[config.mk]
export PLATFORM = sky130hd
export DESIGN_NAME = sensor_conditioner
export DESIGN_NICKNAME = d
export VERILOG_FILES = /design/src/rtl/sensor_conditioner_pkg.sv /design/src/rtl/sensor_conditioner_debounce_bit.sv /design/src/rtl/sensor_conditioner.sv
export SDC_FILE = /design/constraint.sdc
export NUM_CORES = 1
export LEC_CHECK = 0
export CAP_MARGIN = 40
export CORE_ASPECT_RATIO = 0.9
export CORE_MARGIN = 2
export CORE_UTILIZATION = 45
export CTS_BUF_LIST = sky130_fd_sc_hd__clkbuf_2 sky130_fd_sc_hd__clkbuf_4 sky130_fd_sc_hd__clkbuf_8
export DETAILED_ROUTE_END_ITERATION = 8
export PLACE_DENSITY = 0.74
export SYNTH_ARGS = -nofsm -noshare
export SYNTH_HDL_FRONTEND = slang
export SYNTH_HIERARCHICAL = 1
export SYNTH_SLANG_ARGS = --single-unit
[constraint.sdc]
create_clock -name clock -period 3.3 [get_ports clock]
set_input_delay 0.495 -clock clock [delete_from_list [all_inputs] [get_ports clock]]
set_output_delay 0.495 -clock clock [all_outputs]
set_load 0.03 [all_outputs]
[src/rtl/sensor_conditioner_pkg.sv]
// sensor_conditioner_pkg: level codes, fault FSM states and level validity check
package sensor_conditioner_pkg;
    localparam logic [2:0] NIVEL_VAZIO = 3'b000;
    localparam logic [2:0] NIVEL_BAIXO = 3'b001;
    localparam logic [2:0] NIVEL_MEDIO = 3'b011;
    localparam logic [2:0] NIVEL_CHEIO = 3'b111;
    typedef enum logic [1:0] {ST_OK, ST_SUSPECT, ST_FAULT} fault_state_t;
    function automatic logic nivel_valido(input logic [2:0] n);
        return n == NIVEL_VAZIO || n == NIVEL_BAIXO || n == NIVEL_MEDIO || n == NIVEL_CHEIO;
    endfunction
endpackage

[src/rtl/sensor_conditioner_debounce_bit.sv]
// sensor_conditioner_debounce_bit: 2-flop synchroniser plus sample-driven debounce of one binary pin
// Ports: clk_i/rst_ni clock and async active-low reset, raw_i raw pin, sample_en_i sample strobe,
//        filt_o debounced value, upd_o high in the cycle filt_o is about to change
module sensor_conditioner_debounce_bit #(
    parameter int STABLE_TICKS = 8
) (
    input  logic clk_i,
    input  logic rst_ni,
    input  logic raw_i,
    input  logic sample_en_i,
    output logic filt_o,
    output logic upd_o
);
    localparam int CW = $clog2(STABLE_TICKS + 1);
    localparam logic [CW-1:0] LAST = CW'(STABLE_TICKS - 1);
    logic [1:0] sync_q;
    logic filt_q, filt_d;
    logic [CW-1:0] cnt_q, cnt_d;
    always_ff @(posedge clk_i or negedge rst_ni) begin
        if (!rst_ni) begin
            sync_q <= '0;
            filt_q <= 1'b0;
            cnt_q  <= '0;
        end else begin
            sync_q <= {sync_q[0], raw_i};
            filt_q <= filt_d;
            cnt_q  <= cnt_d;
        end
    end
    // The counter is cleared whenever it reaches the limit, so it never exceeds LAST.
    always_comb begin
        upd_o  = sample_en_i && sync_q[1] != filt_q && cnt_q == LAST;
        filt_d = upd_o ? sync_q[1] : filt_q;
        cnt_d  = !sample_en_i ? cnt_q : (sync_q[1] == filt_q || upd_o) ? '0 : cnt_q + 1'b1;
    end
    assign filt_o = filt_q;
endmodule

[src/rtl/sensor_conditioner.sv]
// sensor_conditioner: synchronise, sample and debounce irrigation sensors; filter and police the water level
// Ports: clock, reset_n (async active-low); *_raw field pins; umidade_ar/umidade_solo/temperatura
//        debounced binaries; nivel filtered level (always valid); nivel_erro level fault; mudanca change pulse.
// Optional: define LEVEL_STEP_LIMIT_EN to move nivel by one code step per accepted update.
module sensor_conditioner
    import sensor_conditioner_pkg::*;
#(
    parameter int SAMPLE_DIV   = 50000,
    parameter int STABLE_TICKS = 8,
    parameter int FAULT_TICKS  = 16
) (
    input  logic       clock,
    input  logic       reset_n,
    input  logic       umidade_ar_raw,
    input  logic       umidade_solo_raw,
    input  logic       temperatura_raw,
    input  logic [2:0] nivel_raw,
    output logic       umidade_ar,
    output logic       umidade_solo,
    output logic       temperatura,
    output logic [2:0] nivel,
    output logic       nivel_erro,
    output logic       mudanca
);
    localparam int PW = $clog2(SAMPLE_DIV);
    localparam int CW = $clog2(STABLE_TICKS + 1);
    localparam int FW = $clog2((FAULT_TICKS > STABLE_TICKS ? FAULT_TICKS : STABLE_TICKS) + 1);
    logic [PW-1:0] pre_q, pre_d;
    logic sample_en;
    logic ar_upd, solo_upd, temp_upd;
    logic [2:0] ls1_q, ls2_q, nivel_q, nivel_d, cand_q, cand_d, nivel_alvo;
    logic [CW-1:0] lcnt_q, lcnt_d, lnext;
    logic l_ok, l_hit;
    fault_state_t st_q, st_d;
    logic [FW-1:0] fcnt_q, fcnt_d, fnext;
    logic mudanca_q, mudanca_d;
    sensor_conditioner_debounce_bit #(.STABLE_TICKS(STABLE_TICKS)) u_ar (
        .clk_i(clock), .rst_ni(reset_n), .raw_i(umidade_ar_raw), .sample_en_i(sample_en),
        .filt_o(umidade_ar), .upd_o(ar_upd));
    sensor_conditioner_debounce_bit #(.STABLE_TICKS(STABLE_TICKS)) u_solo (
        .clk_i(clock), .rst_ni(reset_n), .raw_i(umidade_solo_raw), .sample_en_i(sample_en),
        .filt_o(umidade_solo), .upd_o(solo_upd));
    sensor_conditioner_debounce_bit #(.STABLE_TICKS(STABLE_TICKS)) u_temp (
        .clk_i(clock), .rst_ni(reset_n), .raw_i(temperatura_raw), .sample_en_i(sample_en),
        .filt_o(temperatura), .upd_o(temp_upd));
    always_ff @(posedge clock or negedge reset_n) begin
        if (!reset_n) begin
            pre_q     <= '0;
            ls1_q     <= '0;
            ls2_q     <= '0;
            nivel_q   <= NIVEL_VAZIO;
            cand_q    <= NIVEL_VAZIO;
            lcnt_q    <= '0;
            st_q      <= ST_OK;
            fcnt_q    <= '0;
            mudanca_q <= 1'b0;
        end else begin
            pre_q     <= pre_d;
            ls1_q     <= nivel_raw;
            ls2_q     <= ls1_q;
            nivel_q   <= nivel_d;
            cand_q    <= cand_d;
            lcnt_q    <= lcnt_d;
            st_q      <= st_d;
            fcnt_q    <= fcnt_d;
            mudanca_q <= mudanca_d;
        end
    end
`ifdef LEVEL_STEP_LIMIT_EN
    // Thermometer codes order numerically, so one step up shifts in a 1 and one step down shifts it out.
    assign nivel_alvo = (ls2_q > nivel_q) ? {nivel_q[1:0], 1'b1} : {1'b0, nivel_q[2:1]};
`else
    assign nivel_alvo = ls2_q;
`endif
    // Level debounce: the count continues only while the same valid candidate repeats;
    // a new candidate restarts at 1 and an invalid sample clears it.
    always_comb begin
        sample_en = pre_q == PW'(SAMPLE_DIV - 1);
        pre_d     = sample_en ? '0 : pre_q + 1'b1;
        l_ok      = nivel_valido(ls2_q);
        lnext     = (lcnt_q != '0 && ls2_q == cand_q) ? lcnt_q + 1'b1 : CW'(1);
        l_hit     = sample_en && l_ok && ls2_q != nivel_q && lnext == CW'(STABLE_TICKS);
        cand_d    = sample_en ? ls2_q : cand_q;
        lcnt_d    = !sample_en ? lcnt_q : (!l_ok || ls2_q == nivel_q || l_hit) ? '0 : lnext;
        nivel_d   = l_hit ? nivel_alvo : nivel_q;
    end
    // Fault FSM: fcnt counts consecutive invalid samples in SUSPECT and consecutive valid samples in FAULT.
    always_comb begin
        st_d   = st_q;
        fcnt_d = fcnt_q;
        fnext  = fcnt_q + 1'b1;
        if (sample_en) begin
            case (st_q)
                ST_OK: if (!l_ok) begin
                    st_d   = (FAULT_TICKS <= 1) ? ST_FAULT : ST_SUSPECT;
                    fcnt_d = (FAULT_TICKS <= 1) ? '0 : FW'(1);
                end
                ST_SUSPECT: begin
                    st_d   = l_ok ? ST_OK : (fnext == FW'(FAULT_TICKS)) ? ST_FAULT : ST_SUSPECT;
                    fcnt_d = (l_ok || fnext == FW'(FAULT_TICKS)) ? '0 : fnext;
                end
                ST_FAULT: begin
                    st_d   = (l_ok && fnext == FW'(STABLE_TICKS)) ? ST_OK : ST_FAULT;
                    fcnt_d = (!l_ok || fnext == FW'(STABLE_TICKS)) ? '0 : fnext;
                end
                default: begin
                    st_d   = ST_OK;
                    fcnt_d = '0;
                end
            endcase
        end
        mudanca_d = ar_upd || solo_upd || temp_upd || l_hit || ((st_d == ST_FAULT) != (st_q == ST_FAULT));
    end
    assign nivel      = nivel_q;
    assign nivel_erro = st_q == ST_FAULT;
    assign mudanca    = mudanca_q;
endmodule
==> out/results.ini, run 1 <==
[cts]
cts_sinks = 61
cts-root-buf = clkbuf_8
cts_resized = 0
hold_buffers = 0
cts_made_buffers = 9
cts_setup_buffers = 0
htreeDepth = 3
clkSlewWorstSetupHoldPaths_ps = 70
tritoncts = yes
clk_latency_ps = 340
clockBufferDepth = 2

[route]
dr.pass1.iters = 4
detail-route-antenna-nets = 0
drc = 0
routed_wl_um = 5710
drtIter0Drc = 143
routed_via_density = 5.60
wire_per_inst_um = 14.1
vias = 2275

[power_and_ir_drop]
power_mw = 1.53
irDropWorstVdd_mv = 0.250
power_density_nw_per_um2 = 425
p_leak_nw = 1.64

[hold_path]
worstHoldPathType = primary input to asynchronous set/reset pin

[grt]
track_usage = 0.167
overflow = 0
grt_pass1_wl_um = 9810
grt_pass1_vias = 2183
antenna_found_initial = 0
grt_max_degree = 41

[synthesis]
syn_area_per_cell_um2 = 10.8
ys.warnings.count = 6
synth_nets = 302
synth_edf_count = 0
syn_area_um2 = 3100
synthFlopType = dfrtp_1
yosysSeqAreaShare = 0.493
ys_types = 55
async_flop_share = 1.00
synth.most_common_cell = dfrtp_1
synth.area.top_cells = dfrtp_1 49%, xor2_1 4.0%, ha_1 3.2%
synth_top_area_frac = 0.493
synth_largest_area_cell = dfrtp_1
synth_seq_cells = 61
synth_cells = 286
netlist_top_cells_count = 61 x dfrtp_1, 19 x nor2_1, 17 x nand2_1, 17 x nand3_1, 15 x inv_1

[timing]
finalCriticalPeriod_ps = 2290
clock_skew_ps = 10.1
grt_setup_unrepaired = no
drv_slew = 0
setup_viol = 0
max_freq_ghz = 0.437
slew_headroom = 0.589
min_period_over_period = 0.693
finalSetupTns_ps = 0
worstMarginPinSlew_ps = 611
hold_viol_final = 0

[floorplanning]
io-pin-count = 16
rows = 28
die_x_um = 91.5
die_area_um2 = 7570
initial_core_util = 0.468
die_y_um = 82.7
core-area_um2 = 6620

[setup_path]
cp-end-kind = register
rr_worst_depth = 6
path_max_fanout = 28
start_kind = register
worst_ep_arrival_time_ps = 2510
cp.required_ps = 3530
path_class = register to register

[layout]
nets = 327
num-fill-cells = 546
n_antenna_cell = 0
syn_to_final_growth_pct = 16.1
final_cell_area_um2 = 3600
drive_above_1_share = 0.133

[placed_design]
place_area_um2 = 3380
routabilityCongestion = 0.878
hpwlAfterDp_um = 4090
io_buffers = 15

[job]
max-cap-violations = 0

[run_status]
outcome = complete, no violations

worst paths after layout:
check	slack, ps	start	to
max	1010	pre_q[11]$_DFF_PN0_	u_solo/filt_o$_DFFE_PN0P_
min	100	reset_n	pre_q[6]$_DFF_PN0_
max reg2reg	1010	pre_q[11]$_DFF_PN0_	u_solo/filt_o$_DFFE_PN0P_
min reg2reg	340	ls1_q[1]$_DFF_PN0_	ls2_q[1]$_DFF_PN0_
max in group asynchronous	2320	reset_n	pre_q[2]$_DFF_PN0_
min in group clock	340	ls1_q[1]$_DFF_PN0_	ls2_q[1]$_DFF_PN0_
sequential cells by signal (all words and copies together), names as in the netlist:
name,count
cand_q,3
fcnt_q,5
lcnt_q,4
ls1_q,3
ls2_q,3
mudanca,1
nivel,3
pre_q,16
st_q,2
u_ar/cnt_q,4
u_ar/filt_o,1
u_ar/sync_q,2
u_solo/cnt_q,4
u_solo/filt_o,1
u_solo/sync_q,2
u_temp/cnt_q,4
u_temp/filt_o,1
u_temp/sync_q,2
per-stage QoR:
stage / setup slack, ps / utilization / std cells / hold slack (ps)
final: 1010 / 0.544 / 406 / 98.0
after global routing: 865 / 0.544 / 406 / 121
after CTS: 1010 / 0.544 / 406 / 105
after detailed placement: 1040 / 0.511 / 390 / 337
after global placement: 1050 / 0.511 / 390 / 333
after floorplan: 990 / - / 286 / 199
layout by cell type, fill, tap and decap left out, drive strengths merged, types with 5 or more instances in the layout:
cell and count:
nor2 19, o21ai 10, clkdlybuf4s50 14, o22ai 5, dfrtp 61, clkbuf 12
or3 5, mux2 10, nand2 20, and3 7, ha 8, nor4 5
mux2i 6, nand3b 5, xor2 17, nand3 17, inv 15, nor3 5
a21oi 11, nor2b 10
report_power, final:
group | internal, mW | total (mW) | switching (mW)
combinational | 0.0123 | 0.0351 | 0.0228
clock | 0.449 | 0.733 | 0.284
sequential | 0.755 | 0.761 | 0.00623
area by class of cell:
type | count | area [um2] | share of cell area
Sequential cell | 61 | 1530 | 0.424
Multi-Input combinational cell | 207 | 1510 | 0.420
Timing Repair Buffer | 17 | 173 | 0.0480
Clock buffer | 12 | 146 | 0.0407
Tap cell | 90 | 113 | 0.0313
Clock inverter | 4 | 72.6 | 0.0202
Inverter | 15 | 56.3 | 0.0156
worst max-delay path, stage by stage, from the launching register on:
cell,delay (ps)
dfrtp_1,430
nand4bb_2,360
nor4_4,620
buf_12,250
inv_1,70
nor2_1,110
mux2_1,330
logic make-up after synthesis:
logic type	synth area share
AO/OA/AOI/OAI	0.118
multiplexers	0.0557
flip-flops	0.493
adder cells (fa/ha/maj)	0.0323
AND/OR/NAND/NOR	0.224
buffers and inverters	0.0222
XOR/XNOR	0.0553
per-layer routing:
| metal | track usage | vias up | wire (um) |
|---|---|---|---|
| met4 | 0.0773 | 0 | 104 |
| met5 | 0 | - | 0 |
| met2 | 0.280 | 44 | 2750 |
| met3 | 0.0490 | 12 | 219 |
| met1 | 0.201 | 1119 | 2630 |
| li1 | - | 1100 | - |
Power figures use the tool's default switching activity.
==> run 2: changes to the inputs <==
==> constraint.sdc (replaced) <==
create_clock -name clock -period 2.2 [get_ports clock]
set_input_delay 0.33 -clock clock [delete_from_list [all_inputs] [get_ports clock]]
set_output_delay 0.33 -clock clock [all_outputs]
set_load 0.03 [all_outputs]
==> out/results.ini, run 2 (same netlist as run 1, synthesis figures left out) <==
[timing]
max_freq_ghz = 0.484
min_period_over_period = 0.938
whs_ps = 348
finalCriticalPeriod_ps = 2060
grt_setup_unrepaired = no
slew_headroom = 0.578
setup_viol = 0
finalSetupTns_ps = 0
worstMarginPinSlew_ps = 629
hold_viol_final = 0
drv_slew = 0
clock_skew_ps = 7.64

[placed_design]
hpwlAfterDp_um = 3940
io_buffers = 15
routabilityCongestion = 0.807

[setup_path]
path_class = register to register
start_kind = register
cp-end-kind = register
cp.required_ps = 2440
cp-startpoint = lcnt_q[0]$_DFFE_PN0P_
r2r-start = lcnt_q[0]$_DFFE_PN0P_
worst_ep_arrival_time_ps = 2300
path_max_fanout = 5

[layout]
num-fill-cells = 552
n_antenna_cell = 0
ff_latch_area_um2 = 1530
layout_commonest_cell = dfrtp_1
regMostFlops = pre_q
final_cell_mix = 61 x dfrtp_1, 19 x nor2_1, 17 x nand2_1, 17 x nand3_1, 15 x inv_1
multiInputGateArea_um2 = 1520
nets = 333
syn_to_final_growth_pct = 18.8
largestRegisters = pre_q x16, fcnt_q x5
drive_above_1_share = 0.152
largest_reg_flops = 16

[power_and_ir_drop]
power_density_nw_per_um2 = 640
netSwitchingFraction = 0.209
sequentialPowerShare = 0.484
combPwrFrac = 0.026
irDropWorstVdd_mv = 0.361
p_leak_nw = 1.69
p_int_mw = 1.87
clock_power_share = 0.490
switchingPower_uw = 492

[grt]
grt_max_degree = 38
grt_pass1_wl_um = 10400
overflow = 0
antenna_found_initial = 0
grt_pass1_vias = 2222
track_usage = 0.179

[cts]
clk_latency_ps = 350
clockBufferDepth = 2
cts_made_buffers = 9
htreeDepth = 3
tritoncts = yes
cts-root-buf = clkbuf_8
cts_sinks = 61
clkSlewWorstSetupHoldPaths_ps = 70

[route]
drc = 0
wire_per_inst_um = 14.7
dr.pass1.iters = 4
routed_via_density = 5.62
vias = 2317
drtIter0Drc = 151
detail-route-antenna-nets = 0
routed_wl_um = 6060

[hold_path]
worstHoldPathType = register to register
worstHoldStart = u_temp/sync_q[0]$_DFF_PN0_

[floorplanning]
io-pin-count = 16
rows = 28
die_x_um = 91.5
initial_core_util = 0.468
die_area_um2 = 7570
core-area_um2 = 6620
die_y_um = 82.7

[run_status]
outcome = complete, no violations

[job]
max-cap-violations = 0

run 2: layout make-up:
cell class	count	area share
Sequential cell	61	0.415
Multi-Input combinational cell	207	0.414
Timing Repair Buffer	23	0.0632
Clock buffer	12	0.0432
Tap cell	90	0.0306
Clock inverter	4	0.0190
Inverter	15	0.0153
run 2: power groups by stage:
| stage | registers, mW | logic [mW] | clock network (mW) |
|---|---|---|---|
| after global placement | 1.16 | 0.0611 | 0 |
| after CTS | 1.14 | 0.0641 | 1.17 |
| after global routing | 1.14 | 0.0721 | 1.22 |
| after floorplan | 1.16 | 0.0162 | 0 |
| final | 1.14 | 0.0622 | 1.15 |
| after detailed placement | 1.16 | 0.0624 | 0 |
run 2: worst paths after layout:
check,end,slack [ps],cells after the start
max,nivel[0]$_DFFE_PN0P_,140,6
min,u_temp/sync_q[1]$_DFF_PN0_,350,0
max reg2reg,nivel[0]$_DFFE_PN0P_,140,6
min reg2reg,u_temp/sync_q[1]$_DFF_PN0_,350,0
max in group asynchronous,st_q[0]$_DFF_PN0_,1080,3
min in group asynchronous,pre_q[1]$_DFF_PN0_,520,2
run 2: metal layers:
| metal | vias to the layer above | track usage | part of all wire |
|---|---|---|---|
| met4 | 0 | 0.103 | 0.025 |
| met2 | 39 | 0.291 | 0.48 |
| met5 | - | 0 | 0 |
| met1 | 1152 | 0.226 | 0.46 |
| met3 | 15 | 0.0363 | 0.032 |
| li1 | 1111 | - | - |
run 2: critical path: stages, from the launching register on:
cell     delay [ps]
dfrtp_1         420
ha_1            270
nor3b_2         190
a31oi_1          50
or3_1           360
and3b_4         350
mux2_1          320
run 2: through the flow:
| step | total power, mW | instances | utilization | worst slack (ps) | area [um2] |
|---|---|---|---|---|---|
| 3_5_place_dp | 1.22 | 395 | 0.518 | 60.6 | 3430 |
| 6_report | 2.36 | 412 | 0.556 | 136 | 3680 |
| 4_1_cts | 2.38 | 412 | 0.554 | 41.5 | 3670 |
| 3_3_place_gp | 1.22 | 395 | 0.518 | 140 | 3430 |
| 5_1_grt | 2.43 | 412 | 0.556 | 0.305 | 3680 |
| 2_1_floorplan | 1.18 | 286 | - | 3.80 | 3100 |
run 2: repair_timing:
action                     CTS  global route
setup buffers                0             0
setup endpoints to repair    0             4
hold buffers                 1             0
hold endpoints to repair    24             0
gates resized for setup      0             3
==> run 3: changes to the inputs <==
--- a/config.mk
+++ b/config.mk
@@ -14,5 +14,4 @@
 export PLACE_DENSITY = 0.74
 export SYNTH_ARGS = -nofsm -noshare
 export SYNTH_HDL_FRONTEND = slang
-export SYNTH_HIERARCHICAL = 1
 export SYNTH_SLANG_ARGS = --single-unit
==> out/results.ini, run 3 <==
[synthesis]
synth_largest_area_cell = dfrtp_1
synth_edf_count = 0
netlist_top_cells_count = 61 x dfrtp_1, 46 x nand2_1, 24 x nor2_1, 20 x nand3_1, 15 x o21ai_0
synth_cells = 309
syn_area_per_cell_um2 = 10.1
yosysSeqAreaShare = 0.491
async_flop_share = 1.00
synthFlopType = dfrtp_1
synth_top_area_frac = 0.491
synth_nets = 325
synth.most_common_cell = dfrtp_1
synth.area.top_cells = dfrtp_1 49%, nand2_1 5.6%, ha_1 3.2%
ys_types = 52
ys.warnings.count = 0
synth_seq_cells = 61
syn_area_um2 = 3110

[grt]
track_usage = 0.180
met2_usage = 0.281
grt_pass1_vias = 2443
overflow = 0
grt_max_degree = 41
met1_usage = 0.244
grt_busiest_layer = met2
antenna_found_initial = 0
grtUsageMet3 = 0.0408
grt_pass1_wl_um = 11100

[route]
vias = 2452
dr.pass1.iters = 5
routed_via_density = 5.57
routed_wl_um = 6320
detail-route-antenna-nets = 0
drtIter0Drc = 90
wire_per_inst_um = 14.4
drc = 0

[timing]
whs_ps = 350
clock_skew_ps = 11.0
finalCriticalPeriod_ps = 2070
setup_viol = 0
drv_slew = 0
min_period_over_period = 0.941
grt_setup_unrepaired = no
slew_headroom = 0.530
max_freq_ghz = 0.483
hold_viol_final = 0
worstMarginPinSlew_ps = 695
finalSetupTns_ps = 0
setup_slack_ps = 129

[cts]
clk_latency_ps = 340
clockBufferDepth = 2
cts_sinks = 61
tritoncts = yes
clkSlewWorstSetupHoldPaths_ps = 70
htreeDepth = 3
cts_made_buffers = 9
cts-root-buf = clkbuf_8

[floorplanning]
rows = 28
die_area_um2 = 7590
io-pin-count = 16
initial_core_util = 0.470
die_x_um = 91.6
core-area_um2 = 6620
die_y_um = 82.9

[setup_path]
start_kind = register
cp.required_ps = 2420
path_max_fanout = 6
worst_ep_arrival_time_ps = 2290
cp-end-kind = register
path_class = register to register

[power_and_ir_drop]
p_int_mw = 1.70
switchingPower_uw = 479
irDropWorstVdd_mv = 0.516
p_leak_nw = 1.62
power_density_nw_per_um2 = 587
netSwitchingFraction = 0.220
combPwrFrac = 0.034
sequentialPowerShare = 0.522
clock_power_share = 0.443

[job]
max-cap-violations = 0

[layout]
largest_reg_flops = 16
n_antenna_cell = 0
syn_to_final_growth_pct = 19.5
drive_above_1_share = 0.149
nets = 362
regMostFlops = pre_q
layout_commonest_cell = dfrtp_1
final_cell_mix = 61 x dfrtp_1, 46 x nand2_1, 24 x nor2_1
largestRegisters = pre_q x16, fcnt_q x5

[placed_design]
routabilityCongestion = 0.819
hpwlAfterDp_um = 4340
io_buffers = 15
pre_cts_ws_ps = 69.0

[run_status]
outcome = complete, no violations

[hold_path]
worstHoldPathType = register to register

run 3: changes by cell type after synthesis, sizes merged, moves of 6 or more:
| cell | delta |
|---|---|
| xor2 | -6 |
| nand2 | +26 |
| xnor2 | +9 |
| nor2b | -7 |
| nand2b | +6 |
| inv | -7 |
run 3: path summary, 6_finish.rpt:
kind | from | slack, ps | endpoint | depth (start not counted)
max reg2reg | lcnt_q[0]$_DFFE_PN0N_ | 130 | nivel[0]$_DFFE_PN0P_ | 6
min in group asynchronous | reset_n | 500 | u_solo.cnt_q[2]$_DFFE_PN0N_ | 2
max in group asynchronous | reset_n | 1120 | pre_q[4]$_DFF_PN0_ | 3
min | u_solo.sync_q[0]$_DFF_PN0_ | 350 | u_solo.sync_q[1]$_DFF_PN0_ | 0
max | lcnt_q[0]$_DFFE_PN0N_ | 130 | nivel[0]$_DFFE_PN0P_ | 6
min reg2reg | u_solo.sync_q[0]$_DFF_PN0_ | 350 | u_solo.sync_q[1]$_DFF_PN0_ | 0
run 3: logic make-up (layout without fill, tap and decap cells):
family          count (synthesis)  in the layout  synth area share
mux                             7              7            0.0249
xor+xnor                       20             20            0.0563
buf+inv                        14             55            0.0181
fa+ha+maj                       8              8            0.0322
simple gates                  149            149             0.262
compound gates                 50             50             0.116
flops                          61             61             0.491
run 3: final cells by class:
type | instances | area [um2]
Sequential cell | 61 | 1530
Inverter | 8 | 30.0
Clock buffer | 11 | 139
Timing Repair Buffer | 32 | 300
Multi-Input combinational cell | 234 | 1560
Clock inverter | 4 | 50.0
Fill cell | 590 | 2910
Tap cell | 90 | 113
run 3: power groups by stage:
stage	logic [mW]	registers, mW	clock network, mW
final	0.0744	1.14	0.967
after global routing	0.0843	1.14	1.03
after CTS	0.0750	1.14	0.996
after detailed placement	0.0736	1.16	0
after global placement	0.0723	1.16	0
after floorplan	0.0241	1.16	0
run 3: timing repair:
action                                 CTS  global route
hold buffers                             1             0
setup endpoints to repair                0             5
endpoints found under the hold margin   21             0
resized for setup                        0             5
buffers inserted                         0             1
run 3: worst max-delay path, cell delays in order, from the launching register on:
cell	delay [ps]
dfrtp_1	460
inv_1	80
ha_1	240
a2111oi_4	340
nor4b_4	320
nand3_2	160
mux2_1	340
run 3: through the flow:
stage | power, mW | area, um2 | cells | util
after global routing | 2.25 | 3720 | 440 | 0.561
after CTS | 2.21 | 3680 | 439 | 0.556
after floorplan | 1.18 | 3110 | 309 | -
after detailed placement | 1.23 | 3480 | 423 | 0.526
after global placement | 1.23 | 3480 | 423 | 0.526
final | 2.18 | 3720 | 440 | 0.561
run 3: metal layers:
metal	routed length, um	share of wire	vias up
met5	0	0	-
met1	3060	0.48	1198
met3	262	0.041	9
li1	-	-	1188
met4	98	0.016	0
met2	2900	0.46	57
